<file path="src/rtl/spi_pkg.sv">
// Shared types and helpers for the SPI minion: FSM state, per-frame mode
// and the decode of which sclk edge captures mosi.
package spi_pkg;

   localparam int DEFAULT_SYNC_STAGES = 2;

   typedef enum logic {
      IDLE   = 1'b0,
      ACTIVE = 1'b1
   } spi_state_t;

   typedef struct packed {
      logic cpol;
      logic cpha;
   } spi_mode_t;

   // Leading edge is the edge leaving the idle level; CPHA=0 samples on it,
   // CPHA=1 samples on the trailing edge.
   function automatic logic sample_edge(input spi_mode_t mode, input logic rise,
                                        input logic fall);
      logic leading;
      logic trailing;
      leading  = mode.cpol ? fall : rise;
      trailing = mode.cpol ? rise : fall;
      return mode.cpha ? trailing : leading;
   endfunction

endpackage

</file>
<file path="src/rtl/spi_sync_edge.sv">
// Multi-flop synchroniser for one asynchronous pin plus rise/fall detection
// on the synchronised value.
module spi_sync_edge
   import spi_pkg::*;
#(
   parameter int   SYNC_STAGES = DEFAULT_SYNC_STAGES,
   parameter logic RESET_VAL   = 1'b0
) (
   input  logic clk,
   input  logic reset,
   input  logic d_i,
   output logic q_o,
   output logic rise_o,
   output logic fall_o
);

   logic [SYNC_STAGES-1:0] sync_q;
   logic                   prev_q;

   // Shift the pin through the chain and remember the previous synchronised sample.
   always_ff @(posedge clk) begin
      // NOTE: state is updated with <= only, so every flop sees the pre-edge values.
      if (!reset) begin
         sync_q <= {SYNC_STAGES{RESET_VAL}};
         prev_q <= RESET_VAL;
      end else begin
         sync_q <= {sync_q[SYNC_STAGES-2:0], d_i};
         prev_q <= sync_q[SYNC_STAGES-1];
      end
   end

   assign q_o    = sync_q[SYNC_STAGES-1];
   assign rise_o = q_o & ~prev_q;
   assign fall_o = ~q_o & prev_q;

endmodule

</file>
<file path="src/rtl/spi_minion_mode.sv">
// SPI minion supporting all four modes, with a one-entry transmit buffer,
// frame-length checking, overflow/underrun flags and receive parity.
module spi_minion_mode
   import spi_pkg::*;
#(
   parameter int BIT_WIDTH    = 32,
   parameter int SYNC_STAGES  = DEFAULT_SYNC_STAGES,
   parameter int PARITY_WIDTH = BIT_WIDTH - 3
) (
   input  logic                 clk,
   input  logic                 reset,
   input  logic                 cs,
   input  logic                 sclk,
   input  logic                 mosi,
   output logic                 miso,
   input  logic                 cpol,
   input  logic                 cpha,
   input  logic [BIT_WIDTH-1:0] recv_msg,
   input  logic                 recv_val,
   output logic                 recv_rdy,
   output logic [BIT_WIDTH-1:0] send_msg,
   output logic                 send_val,
   input  logic                 send_rdy,
   output logic                 parity,
   output logic                 frame_err,
   output logic                 overflow,
   output logic                 underrun
);

   localparam int             CW         = $clog2(BIT_WIDTH + 1);
   localparam logic [CW-1:0]  FULL_COUNT = CW'(BIT_WIDTH);

   if (BIT_WIDTH < 8 || (BIT_WIDTH % 8) != 0) begin : g_bad_width
      $error("spi_minion_mode: BIT_WIDTH must be a multiple of 8 and >= 8");
   end
   if (SYNC_STAGES < 2) begin : g_bad_sync
      $error("spi_minion_mode: SYNC_STAGES must be >= 2");
   end
   if (PARITY_WIDTH < 1 || PARITY_WIDTH > BIT_WIDTH) begin : g_bad_parity
      $error("spi_minion_mode: PARITY_WIDTH must be within 1..BIT_WIDTH");
   end

   logic cs_rise, cs_fall, sclk_rise, sclk_fall, mosi_sync;
   logic unused_cs_lvl, unused_sclk_lvl, unused_mosi_rise, unused_mosi_fall;

   spi_sync_edge #(.SYNC_STAGES(SYNC_STAGES), .RESET_VAL(1'b1)) u_cs_sync (
      .clk(clk), .reset(reset), .d_i(cs),
      .q_o(unused_cs_lvl), .rise_o(cs_rise), .fall_o(cs_fall)
   );
   spi_sync_edge #(.SYNC_STAGES(SYNC_STAGES), .RESET_VAL(1'b0)) u_sclk_sync (
      .clk(clk), .reset(reset), .d_i(sclk),
      .q_o(unused_sclk_lvl), .rise_o(sclk_rise), .fall_o(sclk_fall)
   );
   spi_sync_edge #(.SYNC_STAGES(SYNC_STAGES), .RESET_VAL(1'b0)) u_mosi_sync (
      .clk(clk), .reset(reset), .d_i(mosi),
      .q_o(mosi_sync), .rise_o(unused_mosi_rise), .fall_o(unused_mosi_fall)
   );

   spi_state_t           state_q, state_d;
   spi_mode_t            mode_q, mode_d;
   logic [BIT_WIDTH-1:0] tx_buf_q, tx_buf_d;
   logic                 tx_full_q, tx_full_d;
   logic [BIT_WIDTH-1:0] tx_shift_q, tx_shift_d;
   logic [BIT_WIDTH-1:0] rx_shift_q, rx_shift_d;
   logic [CW-1:0]        count_q, count_d;
   logic                 over_q, over_d;
   logic                 skip_shift_q, skip_shift_d;
   logic                 miso_q, miso_d;
   logic [BIT_WIDTH-1:0] send_msg_q, send_msg_d;
   logic                 send_val_q, send_val_d;
   logic                 frame_err_q, frame_err_d;
   logic                 overflow_q, overflow_d;
   logic                 underrun_q, underrun_d;
   logic                 recv_rdy_q, recv_rdy_d;

   logic do_sample, do_shift;

   assign do_sample = sample_edge(mode_q, sclk_rise, sclk_fall);
   assign do_shift  = (sclk_rise | sclk_fall) & ~do_sample;

   // Next-state logic for the frame FSM, shifters and both handshakes.
   always_comb begin
      // NOTE: every _d starts from its _q (pulses from 0) so no path infers a latch.
      state_d      = state_q;
      mode_d       = mode_q;
      tx_buf_d     = tx_buf_q;
      tx_full_d    = tx_full_q;
      tx_shift_d   = tx_shift_q;
      rx_shift_d   = rx_shift_q;
      count_d      = count_q;
      over_d       = over_q;
      skip_shift_d = skip_shift_q;
      send_msg_d   = send_msg_q;
      send_val_d   = send_val_q;
      frame_err_d  = 1'b0;
      overflow_d   = 1'b0;
      underrun_d   = 1'b0;

      if (send_val_q && send_rdy) send_val_d = 1'b0;

      case (state_q)
         IDLE: begin
            if (cs_fall) begin
               state_d      = ACTIVE;
               mode_d.cpol  = cpol;
               mode_d.cpha  = cpha;
               tx_shift_d   = tx_full_q ? tx_buf_q : '0;
               underrun_d   = ~tx_full_q;
               tx_full_d    = 1'b0;
               count_d      = '0;
               over_d       = 1'b0;
               skip_shift_d = cpha;
            end
         end
         ACTIVE: begin
            if (cs_rise) begin
               state_d = IDLE;
               if (count_q == FULL_COUNT && !over_q) begin
                  // A word still waiting on send_rdy is kept; the new one is lost.
                  if (!send_val_q || send_rdy) begin
                     send_msg_d = rx_shift_q;
                     send_val_d = 1'b1;
                  end else begin
                     overflow_d = 1'b1;
                  end
               end else begin
                  frame_err_d = 1'b1;
               end
            end else if (do_sample) begin
               if (count_q < FULL_COUNT) begin
                  rx_shift_d = {rx_shift_q[BIT_WIDTH-2:0], mosi_sync};
                  count_d    = count_q + CW'(1);
               end else begin
                  over_d = 1'b1;
               end
            end else if (do_shift) begin
               // With CPHA=1 the first leading edge precedes any sample, so the MSB must stay put.
               if (skip_shift_q) skip_shift_d = 1'b0;
               else              tx_shift_d   = {tx_shift_q[BIT_WIDTH-2:0], 1'b0};
            end
         end
         default: state_d = IDLE;
      endcase

      // A load in the cs-fall cycle lands in the buffer for the following frame.
      if (recv_val && recv_rdy_q) begin
         tx_buf_d  = recv_msg;
         tx_full_d = 1'b1;
      end

      miso_d     = (state_d == ACTIVE) ? tx_shift_d[BIT_WIDTH-1] : 1'b0;
      recv_rdy_d = (state_d == IDLE) && !tx_full_d;
   end

   // Register all state and outputs; reset aborts any frame silently.
   always_ff @(posedge clk) begin
      // NOTE: the data registers are reset too, since send_msg is visible and must read 0 after reset.
      if (!reset) begin
         state_q      <= IDLE;
         mode_q       <= '0;
         tx_buf_q     <= '0;
         tx_full_q    <= 1'b0;
         tx_shift_q   <= '0;
         rx_shift_q   <= '0;
         count_q      <= '0;
         over_q       <= 1'b0;
         skip_shift_q <= 1'b0;
         miso_q       <= 1'b0;
         send_msg_q   <= '0;
         send_val_q   <= 1'b0;
         frame_err_q  <= 1'b0;
         overflow_q   <= 1'b0;
         underrun_q   <= 1'b0;
         recv_rdy_q   <= 1'b0;
      end else begin
         state_q      <= state_d;
         mode_q       <= mode_d;
         tx_buf_q     <= tx_buf_d;
         tx_full_q    <= tx_full_d;
         tx_shift_q   <= tx_shift_d;
         rx_shift_q   <= rx_shift_d;
         count_q      <= count_d;
         over_q       <= over_d;
         skip_shift_q <= skip_shift_d;
         miso_q       <= miso_d;
         send_msg_q   <= send_msg_d;
         send_val_q   <= send_val_d;
         frame_err_q  <= frame_err_d;
         overflow_q   <= overflow_d;
         underrun_q   <= underrun_d;
         recv_rdy_q   <= recv_rdy_d;
      end
   end

   assign miso      = miso_q;
   assign recv_rdy  = recv_rdy_q;
   assign send_msg  = send_msg_q;
   assign send_val  = send_val_q;
   assign parity    = send_val_q & (^send_msg_q[PARITY_WIDTH-1:0]);
   assign frame_err = frame_err_q;
   assign overflow  = overflow_q;
   assign underrun  = underrun_q;

endmodule

</file>
<file path="config.mk">
export PLATFORM = sky130hd
export DESIGN_NAME = spi_minion_mode
export DESIGN_NICKNAME = d
export VERILOG_FILES = /design/src/rtl/spi_pkg.sv /design/src/rtl/spi_sync_edge.sv /design/src/rtl/spi_minion_mode.sv
export SDC_FILE = /design/constraint.sdc
export NUM_CORES = 1
export LEC_CHECK = 0
export BUFFER_PORTS_ARGS = -buffer_cell sky130_fd_sc_hd__buf_2
export CORE_AREA = 2 2 137 139
export DETAILED_ROUTE_END_ITERATION = 8
export DIE_AREA = 0 0 139 141
export PLACE_DENSITY = 0.59
export SYNTH_ARGS = -nofsm -noshare
export SYNTH_HDL_FRONTEND = slang
export SYNTH_HIERARCHICAL = 1
export SYNTH_SLANG_ARGS = --single-unit
</file>
<file path="constraint.sdc">
create_clock -name clk -period 3.2 [get_ports clk]
set_clock_uncertainty 0.2 [all_clocks]
set_input_delay 0.16 -clock clk [delete_from_list [all_inputs] [get_ports clk]]
set_output_delay 0.16 -clock clk [all_outputs]
set_load 0.05 [all_outputs]
</file>
==> summary.txt, run 1 <==
Worst setup path
  • Req. time, crit path: 2.84 ns
  • Critical path type: reg -> out
  • CP max FO: 3
  • Worst setup EP type: primary output
  • Worst EP arrival: 2.47 ns
  • Startpoint types: flop

Timing
  • Minimum clock period: 2.833 ns
  • RSZ-0062 raised after global routing: false
  • Final setup TNS: 0 ns
  • Worst rel slew slack: 0.5138
  • Period utilisation layout: 0.8853
  • Final hold viol count: 0
  • Max-slew violations: 0
  • Worst slew pin tran: 0.7285 ns
  • Final Setup Violations: 0
  • Max Fclk: 0.3530 GHz

GRT
  • First-pass GRT wire length: 22380 um
  • Initial antenna violation count: 0
  • Pin count of the biggest net entering global routing: 75
  • Vias in the first global route: 4724
  • Total grt overflow: 0
  • Total Routing Usage GR: 0.1379

Floorplanning
  • FP Rows: 50
  • Core ar.: 0.01827 mm^2
  • Die Ht: 141 um
  • Io pins: 80
  • Starting Density: 0.3397
  • Die width: 139 um
  • Die area: 0.01960 mm^2

Routing
  • Wire length per cell: 12.78 um
  • DR vias/cell: 4.759
  • Initial drt markers: 241
  • First drt pass iteration count: 4
  • Via count: 4816
  • Routed Wire Length: 12940 um
  • Detail Route Antenna Nets: 0
  • DRC viols: 0

CTS
  • CTS sink cnt: 154
  • Clk_lat worst skew: 0.42 ns
  • CTS resizes: 0
  • TritonCTS clock tree: done
  • Clock Path Buffers: 2
  • Clock-pin slew on the worst setup and hold paths: 0.06 ns
  • Post-CTS setup buffer count: 0
  • CTS Buf Count: 17
  • H-tree levels: 4
  • Cts hold-fix bufs: 38
  • Root Driver: clkbuf_16

Synthesis
  • Post-Syn Area: 0.006206 mm^2
  • Yosys warns: 6
  • Synthesized instance count: 670
  • Post-Syn Area per Cell: 9.263 um^2
  • Syn nets: 713

Status
  • Outcome: finished, final reports clean

Power and ir drop
  • Pleak: 0.003273 uW
  • Switch share: 0.2108
  • Max VDD drop: 0.3588 mV
  • Clock Power Share: 0.485
  • Sequential power share: 0.460
  • Logic pwr share: 0.055
  • Pwr/cell area: 556.7 mW/mm^2
  • Total power: 4340 uW
  • Internal power: 3425 uW
  • Net Switching: 915.0 uW

Placement
  • Dpl hpwl: 7728 um
  • I/O Buffers: 79
  • GP Congestion: 0.7647
  • Placed cells: 942

Worst hold path
  • HP Class: in -> reg

Finish
  • Fillers: 1858
  • Area delta synth->final: 25.63%
  • Nets@finish: 808
  • Share of post-route cells with drive strength above 1: 0.1658
  • Finished Layout Cells: 1012
  • Ant diodes: 0

Flow run
  • MaxCap Viol Count: 0
## power by group through the flow
stage	clock [uW]	combinational [uW]	sequential [uW]
after detailed placement	0	206	2040
after CTS	2170	242	2000
after global placement	0	205	2040
final	2110	237	2000
after floorplan	0	138	2040
after global routing	2240	267	2000
## per-stage QoR
| stage | hold slack, ns | util | setup WS, ns | cell area [um^2] |
|---|---|---|---|---|
| global route | 0.08179 | 0.4268 | 0.2347 | 7796 |
| CTS | 0.04825 | 0.4268 | 0.3188 | 7796 |
| detailed placement | 0.1544 | 0.3714 | 0.7785 | 6784 |
| global placement | 0.1512 | 0.3714 | 0.7944 | 6784 |
| floorplan | 0.03304 | - | 0.5134 | 6206 |
| finish | 0.04898 | 0.4268 | 0.3671 | 7796 |
## final timing paths
kind	end	slack (ns)	start	cells after the start
worst min-delay path	u_cs_sync/sync_q[0]$_SDFF_PN1_	0.05	reset	2
worst max register to register	send_msg[0]$_SDFFE_PN0P_	0.82	u_cs_sync/sync_q[1]$_SDFF_PN1_	6
worst min register to register	u_cs_sync/sync_q[1]$_SDFF_PN1_	0.22	u_cs_sync/sync_q[0]$_SDFF_PN1_	1
worst max-delay path	parity	0.37	send_msg[11]$_SDFFE_PN0P_	6
## critical path, stage by stage, from the launching register on
cell and delay [ns]:
dfxtp_1 0.36, xnor2_1 0.13, xnor3_1 0.40, xnor3_1 0.42, xnor3_1 0.39, and2_1 0.16, buf_2 0.20
## area by class of cell
class                      count  area, um^2  area share
timing repair buffer         126       858.3      0.1101
clock buffer                  23       498.0     0.06387
sequential                   154        3083      0.3954
tap                          234       292.8     0.03755
multi-input combinational    464        2923      0.3749
clock inverter                 9       133.9     0.01717
inverter                       2       7.507   0.0009629
## state kept, by name, indices dropped and copies added, names as in the netlist, 2 cells and up
signal	count
send_msg	32
tx_buf_q	32
tx_shift_q	32
mode_q	2
u_cs_sync/sync_q	2
rx_shift_q	32
count_q	6
u_mosi_sync/sync_q	2
u_sclk_sync/sync_q	2
## placed cells by master, fill, tap and decap left out, drive strengths merged
cell type,count
nand3,3
nand4,1
mux2i,2
clkinvlp,1
nor2b,10
and3,3
o211a,30
nor3,3
or2,2
ha,2
clkbuf,23
a41oi,1
xor2,3
xnor3,3
inv,3
nor4,1
a21boi,101
o2111a,1
bufinv,3
dfxtp,154
mux2,1
nand2,200
nor2,12
or3,1
clkinv,4
xnor2,24
or4,1
o211ai,1
o31ai,1
nor3b,4
nand2b,9
buf,88
a311oi,1
dlygate4sd3,38
a221o,30
o21a,1
a21oi,3
a22oi,1
and2,8
## layer usage
| layer | routed length (um) | vias to the layer above | part of all wire | global-route usage |
|---|---|---|---|---|
| met4 | 157 | 0 | 0.012 | 0.04625 |
| met2 | 5963 | 75 | 0.46 | 0.2263 |
| met5 | 0 | - | 0 | 0 |
| met3 | 435 | 12 | 0.034 | 0.03397 |
| met1 | 6380 | 2252 | 0.49 | 0.1785 |
| li1 | - | 2477 | - | - |
(Power assumes the default switching activity.)
==> run 2, diff against run 1 <==
==> constraint.sdc (replaced) <==
create_clock -name clk -period 3.2 [get_ports clk]
set_clock_uncertainty 0.2 [all_clocks]
set_input_delay 0.16 -clock clk [delete_from_list [all_inputs] [get_ports clk]]
set_output_delay 0.16 -clock clk [all_outputs]
set_load 0.01 [all_outputs]
==> summary.txt, run 2 (same netlist as run 1, synthesis figures left out) <==
Status
  • Outcome: finished, final reports clean

Placement
  • Placed cells: 943
  • I/O Buffers: 79
  • Dpl hpwl: 7779 um
  • GP Congestion: 0.7778

GRT
  • Vias in the first global route: 4697
  • Pin count of the biggest net entering global routing: 71
  • First-pass GRT wire length: 22450 um
  • Total grt overflow: 0
  • Total Routing Usage GR: 0.1398
  • Initial antenna violation count: 0

CTS
  • Clk_lat worst skew: 0.42 ns
  • Clock Path Buffers: 2
  • H-tree levels: 4
  • Root Driver: clkbuf_16
  • CTS sink cnt: 154
  • TritonCTS clock tree: done
  • CTS Buf Count: 17
  • Clock-pin slew on the worst setup and hold paths: 0.06 ns

Finish
  • Reg area: 0.003083 mm^2
  • Finished Layout Cells: 1029
  • Nets@finish: 825
  • Multi-input gate area: 0.002923 mm^2
  • Final core occ: 0.4310
  • Ant diodes: 0
  • Area delta synth->final: 26.87%
  • Share of post-route cells with drive strength above 1: 0.1610
  • Fillers: 1823
  • Commonest non-fill, non-tap cells in the layout: nand2_1 (200), dfxtp_1 (154), a21boi_0 (80), buf_2 (78), dlygate4sd3_1 (54)
  • Commonest non-fill, non-tap cell in the layout: nand2_1

Routing
  • Wire length per cell: 12.73 um
  • Detail Route Antenna Nets: 0
  • DR vias/cell: 4.711
  • Initial drt markers: 211
  • First drt pass iteration count: 4
  • DRC viols: 0
  • Via count: 4848
  • Routed Wire Length: 13100 um

Worst setup path
  • Startpoint types: flop
  • Req. time, crit path: 2.84 ns
  • Worst EP arrival: 2.43 ns
  • Critical path type: reg -> out
  • CP max FO: 3
  • Worst setup EP type: primary output

Timing
  • Final hold viol count: 0
  • Period utilisation layout: 0.8730
  • Max Fclk: 0.3580 GHz
  • RSZ-0062 raised after global routing: false
  • Minimum clock period: 2.794 ns
  • Final Setup Violations: 0
  • Worst rel slew slack: 0.5570
  • Max-slew violations: 0
  • Fin Hold WS: 0.1180 ns
  • Final setup TNS: 0 ns
  • Worst slew pin tran: 0.6645 ns

Floorplanning
  • Core ar.: 0.01827 mm^2
  • Die Ht: 141 um
  • Io pins: 80
  • Die width: 139 um
  • FP Rows: 50
  • Die area: 0.01960 mm^2
  • Starting Density: 0.3397

Power and ir drop
  • Total power: 4135 uW
  • Pwr/cell area: 525.1 mW/mm^2
  • Max VDD drop: 0.3762 mV
  • Pleak: 0.003325 uW

Flow run
  • MaxCap Viol Count: 0

Worst hold path
  • HP Class: in -> reg
==> run 2: changes by cell type in the layout (fill, tap and decap cells not counted), moves of 2 or more <==
cell and delta:
buf_4 +2, clkbuf_1 +2, clkbuf_8 -5, bufinv_16 -2, dlygate4sd3_1 +16, clkinvlp_4 +2
==> run 2: per-stage QoR <==
step,area (um^2),setup WS [ns]
6_report,7874,0.4064
3_5_place_dp,6779,0.8335
2_1_floorplan,6206,1.035
5_1_grt,7874,0.3092
3_3_place_gp,6779,0.8565
4_1_cts,7874,0.3630
==> run 2: power by group <==
part           leakage, uW  total [uW]  internal (uW)  switching, uW
Sequential         0.00125        2000           1970           28.3
Combinational      0.00181         246            133            113
Clock             0.000263        1890           1080            813
==> run 2: timing repair <==
| action | 4_1_cts | 5_1_grt |
|---|---|---|
| hold buffers | 54 | 0 |
| endpoints found under the hold margin | 54 | 0 |
| gates resized for setup | 0 | 0 |
| setup buffers | 0 | 0 |
==> run 2: final timing paths <==
| path | startpoint | slack (ns) | cells past startpoint | end |
|---|---|---|---|---|
| worst min register to register | u_cs_sync/sync_q[0]$_SDFF_PN1_ | 0.21 | 1 | u_cs_sync/sync_q[1]$_SDFF_PN1_ |
| worst max-delay path | send_msg[12]$_SDFFE_PN0P_ | 0.41 | 6 | parity |
| worst min-delay path | recv_val | 0.12 | 5 | tx_buf_q[5]$_SDFFE_PN0P_ |
| worst max register to register | count_q[2]$_SDFFE_PN0P_ | 0.85 | 5 | send_msg[16]$_SDFFE_PN0P_ |
==> run 2: worst max-delay path, cell delays in order, from the launching register on <==
cell and delay (ns):
dfxtp_1 0.36, xnor2_1 0.13, xnor3_1 0.40, xnor3_1 0.43
xnor3_1 0.40, and2_1 0.15, buf_2 0.13
==> run 2: area by class of cell <==
cell class                      count  area share
Multi-Input combinational cell    464      0.3712
Clock buffer                       20     0.05546
Tap cell                          234     0.03718
Timing Repair Buffer              143      0.1287
Sequential cell                   154      0.3915
Clock inverter                     12     0.01494
Inverter                            2   0.0009534
==> run 2: metal layers <==
layer,GRT usage,vias to the layer above,share of wire
li1,-,2511,-
met1,0.1730,2257,0.49
met2,0.2349,65,0.46
met3,0.03804,15,0.028
met4,0.05051,0,0.015
met5,0,-,0
==> run 3, diff against run 2 <==
--- a/config.mk
+++ b/config.mk
@@ -6,10 +6,10 @@
 export NUM_CORES = 1
 export LEC_CHECK = 0
 export BUFFER_PORTS_ARGS = -buffer_cell sky130_fd_sc_hd__buf_2
-export CORE_AREA = 2 2 137 139
+export CORE_AREA = 2 2 106 108
 export DETAILED_ROUTE_END_ITERATION = 8
-export DIE_AREA = 0 0 139 141
-export PLACE_DENSITY = 0.59
+export DIE_AREA = 0 0 108 110
+export PLACE_DENSITY = 0.87
 export SYNTH_ARGS = -nofsm -noshare
 export SYNTH_HDL_FRONTEND = slang
 export SYNTH_HIERARCHICAL = 1
==> summary.txt, run 3 (same netlist as run 1, synthesis figures left out) <==
Worst setup path
  • CP max stage delay: 0.43 ns
  • Worst R2R Path Depth: 5
  • Worst setup EP type: primary output
  • WP buf/inv: 1
  • Top cell by count, worst path: xnor3_1
  • Req. time, crit path: 2.84 ns
  • Startpoint types: flop
  • Critical path's slowest cell: xnor3_1
  • Largest delay share family, worst path: XOR/XNOR gates
  • CP max FO: 3
  • CP Cell Sequence: xnor2_1 > xnor3_1 > xnor3_1 > xnor3_1 > and2_1 > buf_2
  • Worst EP arrival: 2.54 ns
  • Critical path type: reg -> out
  • Levels on crit path: 6

Routing
  • Wire length per cell: 16.67 um
  • DR vias/cell: 5.732
  • Via count: 5463
  • Initial drt markers: 482
  • DRC viols: 0
  • Detail Route Antenna Nets: 0
  • First drt pass iteration count: 5
  • Routed Wire Length: 15880 um

CTS
  • TritonCTS clock tree: done
  • Cts hold-fix bufs: 73
  • CTS Buf Count: 17
  • CTS resizes: 0
  • Root Driver: clkbuf_8
  • Clk_lat worst skew: 0.53 ns
  • Post-CTS setup buffer count: 0
  • CTS sink cnt: 154
  • Clock-pin slew on the worst setup and hold paths: 0.07 ns
  • H-tree levels: 4
  • Clock Path Buffers: 2

Timing
  • Worst rel slew slack: 0.2212
  • Max-slew violations: 0
  • Final hold viol count: 0
  • Final Setup Violations: 0
  • Worst slew pin tran: 1.165 ns
  • Setup ws final: 0.2987 ns
  • Max Fclk: 0.3447 GHz
  • Period utilisation layout: 0.9067
  • Final setup TNS: 0 ns
  • Minimum clock period: 2.901 ns
  • RSZ-0062 raised after global routing: false

GRT
  • Total grt overflow: 0
  • Vias in the first global route: 5314
  • Initial antenna violation count: 0
  • GR Util met1: 0.3249
  • GRT busiest layer: met2
  • First-pass GRT wire length: 25790 um
  • Met2 Use GR: 0.4838
  • Met3 track demand over resource: 0.05820
  • Pin count of the biggest net entering global routing: 77
  • Total Routing Usage GR: 0.2774

Floorplanning
  • FP Rows: 38
  • Die width: 108 um
  • Die Ht: 110 um
  • Io pins: 80
  • Die area: 0.01188 mm^2
  • Starting Density: 0.5801
  • Core ar.: 0.01070 mm^2

Flow run
  • MaxCap Viol Count: 0

Worst hold path
  • Worst Hold Path Cells: 3
  • HP Class: in -> reg

Status
  • Outcome: finished, final reports clean

Finish
  • Area delta synth->final: 28.51%
  • Nets@finish: 843
  • Commonest non-fill, non-tap cell in the layout: nand2_1
  • Ant diodes: 0
  • Share of post-route cells with drive strength above 1: 0.1599
  • Commonest non-fill, non-tap cells in the layout: nand2_1 (200), dfxtp_1 (154), a21boi_0 (80), buf_2 (78), dlygate4sd3_1 (73)

Placement
  • Pre-CTS WS: 0.8263 ns
  • GP Congestion: 0.7887
  • Dpl hpwl: 7995 um
  • I/O Buffers: 79

Power and ir drop
  • Pleak: 0.003474 uW
  • Max VDD drop: 0.3720 mV
  • Pwr/cell area: 536.2 mW/mm^2
## run 3: cell types whose count changed in the layout (fill, tap and decap cells not counted), sizes merged, moves of 2 or more
cell	before	now
clkbuf	20	18
clkinv	5	7
clkinvlp	3	1
dlygate4sd3	54	73
## run 3: metrics by stage
stage | utilization | hold slack [ns] | area [um^2] | total power [uW] | std cells
floorplan | - | 0.03304 | 6206 | 2170 | 670
global placement | 0.6220 | 0.1531 | 6654 | 2223 | 848
detailed placement | 0.6220 | 0.1534 | 6654 | 2233 | 848
CTS | 0.7455 | 0.1374 | 7975 | 4256 | 953
global route | 0.7455 | 0.1760 | 7975 | 4400 | 953
finish | 0.7455 | 0.1648 | 7975 | 4277 | 953
## run 3: area by class of cell
type / count / area (um^2)
Sequential cell: 154 / 3083
Clock buffer: 18 / 427.9
Clock inverter: 14 / 162.7
Timing Repair Buffer: 161 / 1196
Tap cell: 140 / 175.2
Fill cell: 631 / 2723
Multi-Input combinational cell: 464 / 2923
Inverter: 2 / 7.507
## run 3: worst min-delay path, stage by stage
cell,delay [ns]
dlygate4sd3_1,0.52
buf_2,0.09
and2_1,0.10
## run 3: metal layers
layer | share of wire | wire, um
met1 | 0.40 | 6429
met3 | 0.056 | 882
met2 | 0.50 | 7944
met5 | 0 | 0
met4 | 0.039 | 626
## run 3: worst paths after layout
| check | from | to | slack (ns) |
|---|---|---|---|
| setup reg to reg | u_cs_sync/sync_q[1]$_SDFF_PN1_ | send_msg[1]$_SDFFE_PN0P_ | 0.66 |
| hold reg to reg | u_cs_sync/sync_q[0]$_SDFF_PN1_ | u_cs_sync/sync_q[1]$_SDFF_PN1_ | 0.21 |
| hold / removal | sclk | u_sclk_sync/sync_q[0]$_SDFF_PN0_ | 0.16 |
| setup / recovery | send_msg[12]$_SDFFE_PN0P_ | parity | 0.30 |
## run 3: power by group
part           switching (uW)  leakage (uW)  internal [uW]  total [uW]
sequential               34.7       0.00125           1970        2000
clock                     846      0.000288           1150        1990
combinational             132       0.00194            147         279
